<file path="config.mk">
export PLATFORM = sky130hd
export DESIGN_NAME = sweep_bist_ctrl_flat
export DESIGN_NICKNAME = d
export VERILOG_FILES = /design/src/rtl/sweep_bist_ctrl_if.sv /design/src/rtl/sweep_bist_ctrl.sv /design/src/flat_wrapper.sv
export SDC_FILE = /design/constraint.sdc
export NUM_CORES = 1
export LEC_CHECK = 0
export ABC_CLOCK_PERIOD_IN_PS = 2800
export CAP_MARGIN = 10
export CORE_ASPECT_RATIO = 1.1
export CORE_UTILIZATION = 55
export CTS_BUF_LIST = sky130_fd_sc_hd__clkbuf_4
export DETAILED_ROUTE_END_ITERATION = 12
export GPL_TIMING_DRIVEN = 1
export PLACE_DENSITY = 0.82
export SLEW_MARGIN = 30
export SYNTH_ARGS = -nofsm -noshare
export SYNTH_HDL_FRONTEND = slang
export SYNTH_SLANG_ARGS = --single-unit
</file>
<file path="constraint.sdc">
create_clock -name clk -period 2.8 [get_ports clk]
set_input_delay 0.84 -clock clk [delete_from_list [all_inputs] [get_ports clk]]
set_output_delay 0.84 -clock clk [all_outputs]
set_load 0.02 [all_outputs]
</file>
<file path="src/rtl/sweep_bist_ctrl_if.sv">
// Signal bundle between the sweep BIST controller and its environment:
// sweep control, the stimulus/response pair, and the result outputs.
interface sweep_bist_ctrl_if;
    logic        start;
    logic        abort;
    logic [1:0]  dut_out;
    logic [3:0]  dut_in;
    logic        busy;
    logic        done;
    logic        pass;
    logic [4:0]  err_cnt;
    logic        fail_valid;
    logic [3:0]  first_fail;
    logic [31:0] obs;

    modport master (
        output start, abort, dut_out,
        input  dut_in, busy, done, pass, err_cnt, fail_valid, first_fail, obs
    );

    modport slave (
        input  start, abort, dut_out,
        output dut_in, busy, done, pass, err_cnt, fail_valid, first_fail, obs
    );
endinterface

</file>
<file path="src/rtl/sweep_bist_ctrl.sv">
// Exhaustive 4-input sweep BIST: drives vectors 0..15, holds each for SETTLE+1
// cycles, samples the 2-bit response and compares it against the EXP table.
module sweep_bist_ctrl #(
    parameter int unsigned SETTLE = 2,
    parameter logic [31:0] EXP    = 32'h0
) (
    input  logic               clk,
    input  logic               rst_n,
    sweep_bist_ctrl_if.slave   bus
);

    typedef enum logic [1:0] {IDLE, DRIVE, SAMPLE, DONE} state_t;

    localparam logic [3:0] SETTLE_LOAD = 4'(SETTLE - 1);

    state_t      state_q;
    logic [3:0]  idx_q;
    logic [3:0]  settle_q;
    logic [3:0]  dut_in_q;
    logic        busy_q;
    logic        done_q;
    logic        pass_q;
    logic [4:0]  err_cnt_q;
    logic        fail_valid_q;
    logic [3:0]  first_fail_q;
    logic [31:0] obs_q;

    logic        mismatch;
    logic [4:0]  err_cnt_d;

    always_comb begin
        mismatch  = (bus.dut_out != EXP[{idx_q, 1'b0} +: 2]);
        err_cnt_d = err_cnt_q + 5'(mismatch);
    end

    always_ff @(posedge clk or negedge rst_n) begin
        if (!rst_n) begin
            state_q      <= IDLE;
            idx_q        <= '0;
            settle_q     <= '0;
            dut_in_q     <= '0;
            busy_q       <= 1'b0;
            done_q       <= 1'b0;
            pass_q       <= 1'b0;
            err_cnt_q    <= '0;
            fail_valid_q <= 1'b0;
            first_fail_q <= '0;
            obs_q        <= '0;
        end else begin
            done_q <= 1'b0;
            case (state_q)
                IDLE: begin
                    if (bus.start && !bus.abort) begin
                        state_q      <= DRIVE;
                        idx_q        <= '0;
                        dut_in_q     <= '0;
                        settle_q     <= SETTLE_LOAD;
                        busy_q       <= 1'b1;
                        pass_q       <= 1'b0;
                        err_cnt_q    <= '0;
                        fail_valid_q <= 1'b0;
                        first_fail_q <= '0;
                        obs_q        <= '0;
                    end
                end
                DRIVE: begin
                    if (bus.abort) begin
                        state_q  <= IDLE;
                        busy_q   <= 1'b0;
                        dut_in_q <= '0;
                        pass_q   <= 1'b0;
                    end else if (settle_q == '0) begin
                        state_q <= SAMPLE;
                    end else begin
                        settle_q <= settle_q - 4'd1;
                    end
                end
                SAMPLE: begin
                    // Abort drops this cycle's capture and compare entirely.
                    if (bus.abort) begin
                        state_q  <= IDLE;
                        busy_q   <= 1'b0;
                        dut_in_q <= '0;
                        pass_q   <= 1'b0;
                    end else begin
                        obs_q[{idx_q, 1'b0} +: 2] <= bus.dut_out;
                        if (mismatch) begin
                            err_cnt_q <= err_cnt_d;
                            if (!fail_valid_q) begin
                                first_fail_q <= idx_q;
                                fail_valid_q <= 1'b1;
                            end
                        end
                        if (idx_q == 4'd15) begin
                            state_q  <= DONE;
                            busy_q   <= 1'b0;
                            done_q   <= 1'b1;
                            pass_q   <= (err_cnt_d == '0);
                            dut_in_q <= '0;
                        end else begin
                            state_q  <= DRIVE;
                            idx_q    <= idx_q + 4'd1;
                            dut_in_q <= idx_q + 4'd1;
                            settle_q <= SETTLE_LOAD;
                        end
                    end
                end
                DONE: begin
                    state_q <= IDLE;
                end
                default: begin
                    state_q <= IDLE;
                end
            endcase
        end
    end

    assign bus.dut_in     = dut_in_q;
    assign bus.busy       = busy_q;
    assign bus.done       = done_q;
    assign bus.pass       = pass_q;
    assign bus.err_cnt    = err_cnt_q;
    assign bus.fail_valid = fail_valid_q;
    assign bus.first_fail = first_fail_q;
    assign bus.obs        = obs_q;

endmodule

</file>
<file path="src/flat_wrapper.sv">
// flat-port wrapper written by rule: the top's interface ports become plain ports
module sweep_bist_ctrl_flat 
#(
    parameter int unsigned SETTLE = 2,
    parameter logic [31:0] EXP    = 32'h0
)
  (clk, rst_n, bus_start, bus_abort, bus_dut_out, bus_dut_in, bus_busy, bus_done, bus_pass, bus_err_cnt, bus_fail_valid, bus_first_fail, bus_obs);
  sweep_bist_ctrl_if bus_i ();
  input  logic clk;
  input  logic rst_n;
  input wire logic [$bits(bus_i.start)-1:0] bus_start;
  input wire logic [$bits(bus_i.abort)-1:0] bus_abort;
  input wire logic [$bits(bus_i.dut_out)-1:0] bus_dut_out;
  output wire logic [$bits(bus_i.dut_in)-1:0] bus_dut_in;
  output wire logic [$bits(bus_i.busy)-1:0] bus_busy;
  output wire logic [$bits(bus_i.done)-1:0] bus_done;
  output wire logic [$bits(bus_i.pass)-1:0] bus_pass;
  output wire logic [$bits(bus_i.err_cnt)-1:0] bus_err_cnt;
  output wire logic [$bits(bus_i.fail_valid)-1:0] bus_fail_valid;
  output wire logic [$bits(bus_i.first_fail)-1:0] bus_first_fail;
  output wire logic [$bits(bus_i.obs)-1:0] bus_obs;
  assign bus_i.start = bus_start;
  assign bus_i.abort = bus_abort;
  assign bus_i.dut_out = bus_dut_out;
  assign bus_dut_in = bus_i.dut_in;
  assign bus_busy = bus_i.busy;
  assign bus_done = bus_i.done;
  assign bus_pass = bus_i.pass;
  assign bus_err_cnt = bus_i.err_cnt;
  assign bus_fail_valid = bus_i.fail_valid;
  assign bus_first_fail = bus_i.first_fail;
  assign bus_obs = bus_i.obs;
  sweep_bist_ctrl #(.SETTLE(SETTLE), .EXP(EXP)) u_core (.clk(clk), .rst_n(rst_n), .bus(bus_i));
endmodule
</file>
After elaboration in Yosys (flattened, before gate mapping)
Index checks and enable logic that the tools add are counted.
{"block": "classes", "addsub": 4, "muxes": 47, "eq_ne": 15, "n_shift": 3, "n_reduce_logical": 15}
{"op": "$mux W32", "n": 2}
{"op": "$pmux W32 S2", "n": 1}
{"op": "$mux W4", "n": 14}
{"op": "$bwmux W32", "n": 1}
{"op": "$shift A2 B7 Y32 const A", "n": 1}
{"op": "$shiftx A2 B7 Y32", "n": 1}
{"op": "$shiftx A32 B6 Y2 const A", "n": 1}
{"op": "$pmux W4 S3", "n": 2}
{"op": "$pmux W4 S2", "n": 2}
{"op": "$mux W5", "n": 3}
{"op": "$mux W1", "n": 12}
{"op": "$ne A2 B2 Y1 const B", "n": 6}
{"op": "$reduce_and A4 Y1", "n": 3}
{"op": "$mux W2", "n": 5}
{"op": "$pmux W5 S2", "n": 1}
{"op": "$pmux W2 S4", "n": 1}
{"op": "$neg A5 Y7", "n": 1}
{"op": "$ne A3 B2 Y1 const B", "n": 2}
{"op": "$pmux W1 S3", "n": 2}
{"op": "$reduce_and A3 Y1", "n": 2}
{"op": "$reduce_and A6 Y1", "n": 1}
{"op": "$add A5 B1 Y5", "n": 1}
{"op": "$logic_not A5 Y1", "n": 1}
{"op": "$reduce_and A5 Y1", "n": 1}
{"op": "other kinds (15)", "n": 17}
{"block": "word_totals", "input_bits": 6, "wordCells": 95, "register_bits": 59}

Depth between registers and ports, before layout
Gate-level depths: netlist of the first run.
{"block": "depth", "word_depth": 7, "mapped_depth": 9, "ltp_nobuf": 7}

Worst setup path before layout of the first run
No wires, ideal clock.
{"block": "synth_path", "kind": "input port to flip-flop", "start": "in bus_dut_out[0]", "end": "reg u_core.pass_q, in the netlist u_core.bus.pass", "path_stages": 6, "n_path_buf": 0, "slack_ns": 0.468, "t_arrival_ns": 2.237, "cell_sequence": "nor2_1 inv_1 ha_1 ha_1 or4_1 o31ai_1"}
{"block": "synth_via", "elab_chain_cells": 6}
{"item": "start: declaration", "line": "flat_wrapper.sv:13", "source": "input wire logic [$bits(bus_i.dut_out)-1:0] bus_dut_out;"}
{"item": "$ne A2 B2 Y1", "line": "sweep_bist_ctrl.sv:32", "source": "mismatch = (bus.dut_out != EXP[{idx_q, 1'b0} +: 2]);"}
{"item": "$add A5 B1 Y5", "line": "sweep_bist_ctrl.sv:33", "source": "err_cnt_d = err_cnt_q + 5'(mismatch);"}
{"item": "$logic_not A5 Y1", "line": "sweep_bist_ctrl.sv:98", "source": "pass_q <= (err_cnt_d == '0);"}
{"item": "$mux W1", "line": "sweep_bist_ctrl.sv:94", "source": "if (idx_q == 4'd15) begin"}
{"item": "$mux W1", "line": "sweep_bist_ctrl.sv:80", "source": "if (bus.abort) begin"}
{"item": "$pmux W1 S3", "line": "sweep_bist_ctrl.sv:51", "source": "case (state_q)"}
{"item": "end signal: assignment", "line": "sweep_bist_ctrl.sv:98"}
{"item": "end: declaration", "line": "sweep_bist_ctrl.sv:22", "source": "logic pass_q;"}
No other way between the ends. The select of a mux whose other input is x is not followed.
A chain may end at the register's enable or synchronous reset.

Worst setup path in the final report of the first run
Ends and elaborated chain as after synthesis.

==> results.md, run 1 <==
* Status: finished, final reports clean
* All-Layer GR Usage at 25.7%
* Clk_lat worst skew at about 400 ps
* Yosys warning count at 0
* N_diodes at 0
* Vias in the first global route at 2657
* Core area at 0.00573 mm²
* Sw frac at 41.1%
* Total wire length at about 7500 µm
* Pint at about 1.5 mW
* Cell Pwr Density at 653 mW/mm²
* Syn nets at 356
* Total number of vias at 2857
* Max Clock Skew at 11.4 ps
* Setup Viol. Count Final at 0
* Power share of the combinational group at 43.7%
* Multi-input gate area at 0.00159 mm²
* DRT Pass-1 Iters at 5
* Routed Antenna Nets at 0
* GPL Wtd Cong at between 0.8 and 0.9
* Post-cts resize count at 0
* WP data required at 3110 ps
* Residual DRC count at 0
* Cell variety after synth at 55
* Initial Util at a little under three fifths
* Net switching power figure at 1.08 mW
* Clock share of power at 17.7%
* Layout cells sized above 1 at 9.43%
* Initial antenna violation count at 0
* Mean Syn Cell Area at 9.61 µm²
* First-pass GRT wire length at 12000 µm
* Tmin final at 2480 ps
* Max Buffers Root-to-Sink at 2
* Post-CTS Setup Inserts at 0
* Slowest cell on crit path: or4_1
* Power Total at 2.62 mW
* Initial DRC count at 149
* Mapped Area at 0.00325 mm²
* Per-cell routed wire length at 15.6 µm
* Area Growth Syn to Fin at 23.6%
* Ports at between 50 and 60
* Final hold viol count at 0
* DIE AREA at 0.00622 mm²
* Hold_buf cts at 0
* CP endpoint kind: flip-flop
* Ys flop type: dfrtp_1
* Seq/Total Area, Yosys at 45.4%
* Die Span X at 75.3 µm
* GR Overflow Total at 0
* Max Cap Viol at 0
* CTS Root Cell: clkbuf_4
* Final worst-path cycle share at 88.7%
* Hpwl dp at 5400 µm
* FILL cells at 470
* PortBufs at 54
* TritonCTS Sinks at 59
* CP Cell Sequence: clkdlybuf4s50_1, nor2_1, inv_1, ha_1, ha_1, or4_1, o31ai_1
* FMAX at 0.403 GHz
* EDFF count, synth at 0
* #FFs+latches synth at 59
* Vias per inst at 5.95
* Clock slew at reported path FFs at 100 ps
* Setup TNS at 0 ps
* Slew Limit Fails at 0
* Slew headroom at 52.8%
* Nets at 417
* Slew @ Worst Pin at ~710 ps
* CP Launch Type: input port
* Synth Instances at 338
* Hold crit path type: input port to asynchronous set/reset pin
* Die Span Y at about 83 µm
* CP Class: input port to flip-flop
* Largest net degree at the start of global routing at 33
* TritonCTS clock tree: yes
* Max incr delay on CP at about 520 ps
* Static leakage power at 1.76 nW
* Seq pwr share at 38.6%
* Storage cell area at 0.00148 mm²
* Worst VDD drop at 0.444 mV
* Post-synthesis async set-or-reset flop share at 100%
* Rows at 29
* Crit path DAT at 2800 ps
* Unrepaired setup endpoints after global routing: false
* Most numerous cell on the critical path: ha_1
* Crit path max fanout at 2
* Clock buffer count from CTS at 9
* H-tree levels at 3
[through the flow]
step | setup slack, ps | cells | hold WS, ps | utilization, % | cell area [µm²]
2_1_floorplan | 468 | 338 | 479 | - | 3250
3_3_place_gp | -50.9 | 465 | 476 | 68.5 | 3930
3_5_place_dp | -114 | 465 | 473 | 68.5 | 3930
4_1_cts | 328 | 480 | 472 | 70.1 | 4020
5_1_grt | 152 | 480 | 506 | 70.1 | 4020
6_report | 316 | 480 | 454 | 70.1 | 4020
[layout by cell type, fill, tap and decap left out, drive strengths merged, types with 7 or more instances in the layout]
cell type,instances
a21oi,11
a32o,11
and3,12
buf,18
clkbuf,9
clkdlybuf4s50,53
dfrtp,59
ha,12
inv,21
nand2,36
nand2b,7
nand3,11
nor2,9
nor3,12
o21ai,18
o22ai,8
o2bb2ai,7
o31ai,7
[worst paths after layout]
path / start / to / slack (ps) / depth (start not counted)
worst min register to register: u_core.bus.dut_in[3] / u_core.bus.dut_in[3] / 490 / 2
max in group asynchronous: rst_n / u_core.bus.first_fail[1] / 1740 / 2
min in group clk: u_core.bus.dut_in[3] / u_core.bus.dut_in[3] / 490 / 2
worst max-delay path: bus_dut_out[0] / u_core.bus.pass / 320 / 7
worst min-delay path: rst_n / u_core.bus.obs[30] / 450 / 1
worst max register to register: u_core.idx_q[1] / u_core.bus.obs[16] / 510 / 6
[layer usage]
layer	wire [µm]	up-vias	part of all wire (%)	global-route usage [%]
li1	-	1372	-	-
met5	0	-	0	0
met3	323	10	4.3	5.10
met4	112	0	1.5	10.9
met2	3680	82	49	41.4
met1	3370	1393	45	33.5
[logic make-up after synthesis]
family / share of synthesized area (%)
mux: 0.308
buf+inv: 5.78
simple gates: 19.4
flops: 45.4
compound gates: 22.6
fa+ha+maj: 4.62
xor+xnor: 1.89
[flip-flops by register name (all words and copies together), names as in the netlist, 2 cells and up]
register / count
u_core.bus.first_fail: 4
u_core.bus.obs: 32
u_core.state_q: 2
u_core.idx_q: 4
u_core.bus.err_cnt: 5
u_core.settle_q: 4
u_core.bus.dut_in: 4
[worst max-delay path, delay by kind of cell]
kind / cells / cell delay (ps)
buffers and inverters: 2 / 510
AO/OA/AOI/OAI: 1 / 200
adder cells (fa/ha/maj): 2 / 500
AND/OR/NAND/NOR: 2 / 740
[power by group through the flow]
stage	combinational (mW)	sequential (mW)	clock [mW]
after floorplan	0.772	1.06	0
after global placement	1.10	1.02	0
after detailed placement	1.14	1.03	0
after CTS	1.14	1.01	0.464
after global routing	1.27	1.02	0.502
final	1.15	1.01	0.465
[synthesized netlist by cell type (2+ instances only)]
cell type	n	area share (%)
a21o_1	5	1.2
a31o_2	3	0.81
inv_1	21	2.4
and2_1	2	0.38
o21bai_1	2	0.46
a21oi_1	11	1.7
o21ai_0	18	2.8
nor3_1	11	1.7
dfrtp_1	59	45
nand3b_1	4	0.92
xnor2_1	3	0.81
clkbuf_1	8	0.92
a22oi_1	2	0.46
o31ai_1	7	1.6
and3_1	11	2.1
nand3_1	11	1.7
nor2b_1	5	0.96
nor4_1	2	0.38
a32o_1	11	3.4
nor3b_1	3	0.69
nand2b_1	7	1.3
nand2_1	36	4.2
buf_6	2	0.69
buf_2	9	1.4
nor4b_1	2	0.54
o311ai_0	4	1.1
o22ai_1	8	1.5
nand4_1	4	0.77
a211o_1	6	1.6
xor2_1	4	1.1
o2bb2ai_1	7	1.9
a221o_1	2	0.62
nor2_1	9	1.0
a22o_1	2	0.54
or2_2	2	0.38
ha_1	12	4.6
o211ai_1	5	1.2
[final cells by class]
type	count	share of cell area, %
Multi-Input combinational cell	237	39.5
Sequential cell	59	36.8
Inverter	21	1.96
Clock inverter	6	0.592
Tap cell	77	2.40
Clock buffer	9	1.68
Timing Repair Buffer	71	17.1
(Power assumes the default switching activity.)
==> run 2: changes to the inputs <==
PLACE_DENSITY = not set   (was 0.82)
PLACE_DENSITY_LB_ADDON = 0.25   (was not set)
==> results.md, run 2 (synthesis gave the netlist of run 1 again) <==
* Status: finished, final reports clean
* Unrepaired setup endpoints after global routing: false
* Setup ws final at 317 ps (+1.02 ps)
* Final Cell Area at 0.00408 mm² (+1.7%)
* Reg-to-Reg End: u_core.bus.first_fail[1]
* H-tree levels at 3 (unchanged)
* Tmin final at 2480 ps (-1.02 ps)
* First-pass GRT wire length at 12500 µm (+3.9%)
* Hpwl dp at 5540 µm (+2.6%)
* PortBufs at 54 (unchanged)
* Area Growth Syn to Fin at 25.6%
* Slew @ Worst Pin at 734 ps (+26.5 ps)
* CP endpoint kind: flip-flop
* Total number of vias at 2886 (+1.0%)
* Power Total at 2.84 mW (+8.2%)
* Initial Util at 56.7% (unchanged)
* Core Util, Final at 71.2% (+1.2 points)
* Hold_buf cts at 0 (unchanged)
* Hold crit path type: input port to asynchronous set/reset pin
* FMAX at 0.403 GHz (about the same)
* Final worst-path cycle share at 88.7% (about the same)
* Max Buffers Root-to-Sink at 2 (unchanged)
* DIE AREA at 0.00622 mm² (unchanged)
* Most common cell after layout, fill and taps aside: dfrtp_1
* Post-cts resize count at 0 (unchanged)
* All-Layer GR Usage at 26.6% (+0.96 points)
* WP data required at 3130 ps (+20 ps)
* Initial antenna violation count at 0 (unchanged)
* Initial DRC count at 171 (+15%)
* Worst hold slack at 448 ps (-6.11 ps)
* DRT Pass-1 Iters at 4 (-1)
* Clk_lat worst skew at 410 ps (about the same)
* TritonCTS clock tree: yes
* Clock buffer count from CTS at 9 (unchanged)
* Slew Limit Fails at 0 (unchanged)
* Slew headroom at 51.0% (-1.8 points)
* Rows at 29 (unchanged)
* Vias in the first global route at 2708 (+1.9%)
* Vias per inst at 5.99 (+0.60%)
* Most frequent cells in the layout: 59 x dfrtp_1, 53 x clkdlybuf4s50_1, 36 x nand2_1
* Ports at 55 (unchanged)
* GR Overflow Total at 0 (unchanged)
* CP Launch Type: input port
* GPL Wtd Cong at 0.827 (-2.4%)
* Placed instance count at 466 (+0.22%)
* Crit path DAT at 2810 ps (about the same)
* Residual DRC count at 0 (unchanged)
* Worst Reg2Reg Path Length in Cells at 5 (-1)
* Largest register FFs at 32 (unchanged)
* Max Clock Skew at 9.26 ps (-2.09 ps)
* Crit path max fanout at 2 (unchanged)
* Cell Pwr Density at 695 mW/mm² (+6.4%)
* Final hold viol count at 0 (unchanged)
* Die Span Y at 82.6 µm (unchanged)
* Per-cell routed wire length at 16.2 µm (+3.8%)
* Dpl ws at -127 ps (-12.1 ps)
* Post-CTS Setup Inserts at 0 (unchanged)
* Setup TNS at 0 ps (unchanged)
* TritonCTS Sinks at 59 (unchanged)
* R2R Setup Slk at 690 ps (+180 ps)
* Setup Viol. Count Final at 0 (unchanged)
* Final std cells w/o fill at 482 (+0.42%)
* Die Span X at 75.3 µm (unchanged)
* Nets at 418 (+0.24%)
* Clock slew at reported path FFs at 100 ps (about the same)
* Static leakage power at 1.80 nW (+2.1%)
* CTS Root Cell: clkbuf_4
* Routed Antenna Nets at 0 (unchanged)
* Worst VDD drop at 0.458 mV (+3.2%)
* Largest net degree at the start of global routing at 33 (unchanged)
* Placed instance area at 0.00393 mm² (+0.19%)
* Layout cells sized above 1 at 10.6% (+1.2 points)
* Core area at 0.00573 mm² (unchanged)
* CP Class: input port to flip-flop
* Total wire length at 7800 µm (+4.2%)
* FF-to-FF Start: u_core.state_q[0]
* N_diodes at 0 (unchanged)
* Max Cap Viol at 0 (unchanged)
==> run 2: area by class of cell <==
class | instances | area (µm²)
Timing Repair Buffer | 72 | 696
Fill cell | 474 | 1650
Sequential cell | 59 | 1480
Multi-Input combinational cell | 237 | 1590
Clock buffer | 9 | 67.6
Inverter | 21 | 78.8
Clock inverter | 7 | 82.6
Tap cell | 77 | 96.3
==> run 2: worst max-delay path by stage <==
stage                               from              end  slack, ps  depth (start not counted)
after CTS                 bus_dut_out[0]  u_core.bus.pass        330                          7
after floorplan           bus_dut_out[0]  u_core.bus.pass        470                          6
after global placement    bus_dut_out[0]  u_core.bus.pass        -50                          7
final                     bus_dut_out[0]  u_core.bus.pass        320                          7
after detailed placement  bus_dut_out[0]  u_core.bus.pass       -130                          7
after global routing      bus_dut_out[0]  u_core.bus.pass        190                          7
==> run 2: power breakdown <==
part,switching [mW],internal (mW)
registers,0.0677,0.932
clock network,0.315,0.352
logic,0.722,0.448
==> run 2: metal layers <==
layer / up-vias / track usage (%) / share of wire (%)
li1: 1375 / - / -
met1: 1428 / 35.8 / 46
met2: 68 / 42.4 / 49
met3: 15 / 4.61 / 3.9
met4: 0 / 11.1 / 1.7
met5: - / 0 / 0
==> run 2: worst max-delay path, cell delays in order <==
cell and delay [ps]:
clkdlybuf4s50_1 420, nor2_1 240, inv_1 90, ha_1 200, ha_1 290, or4_1 530, o31ai_1 200
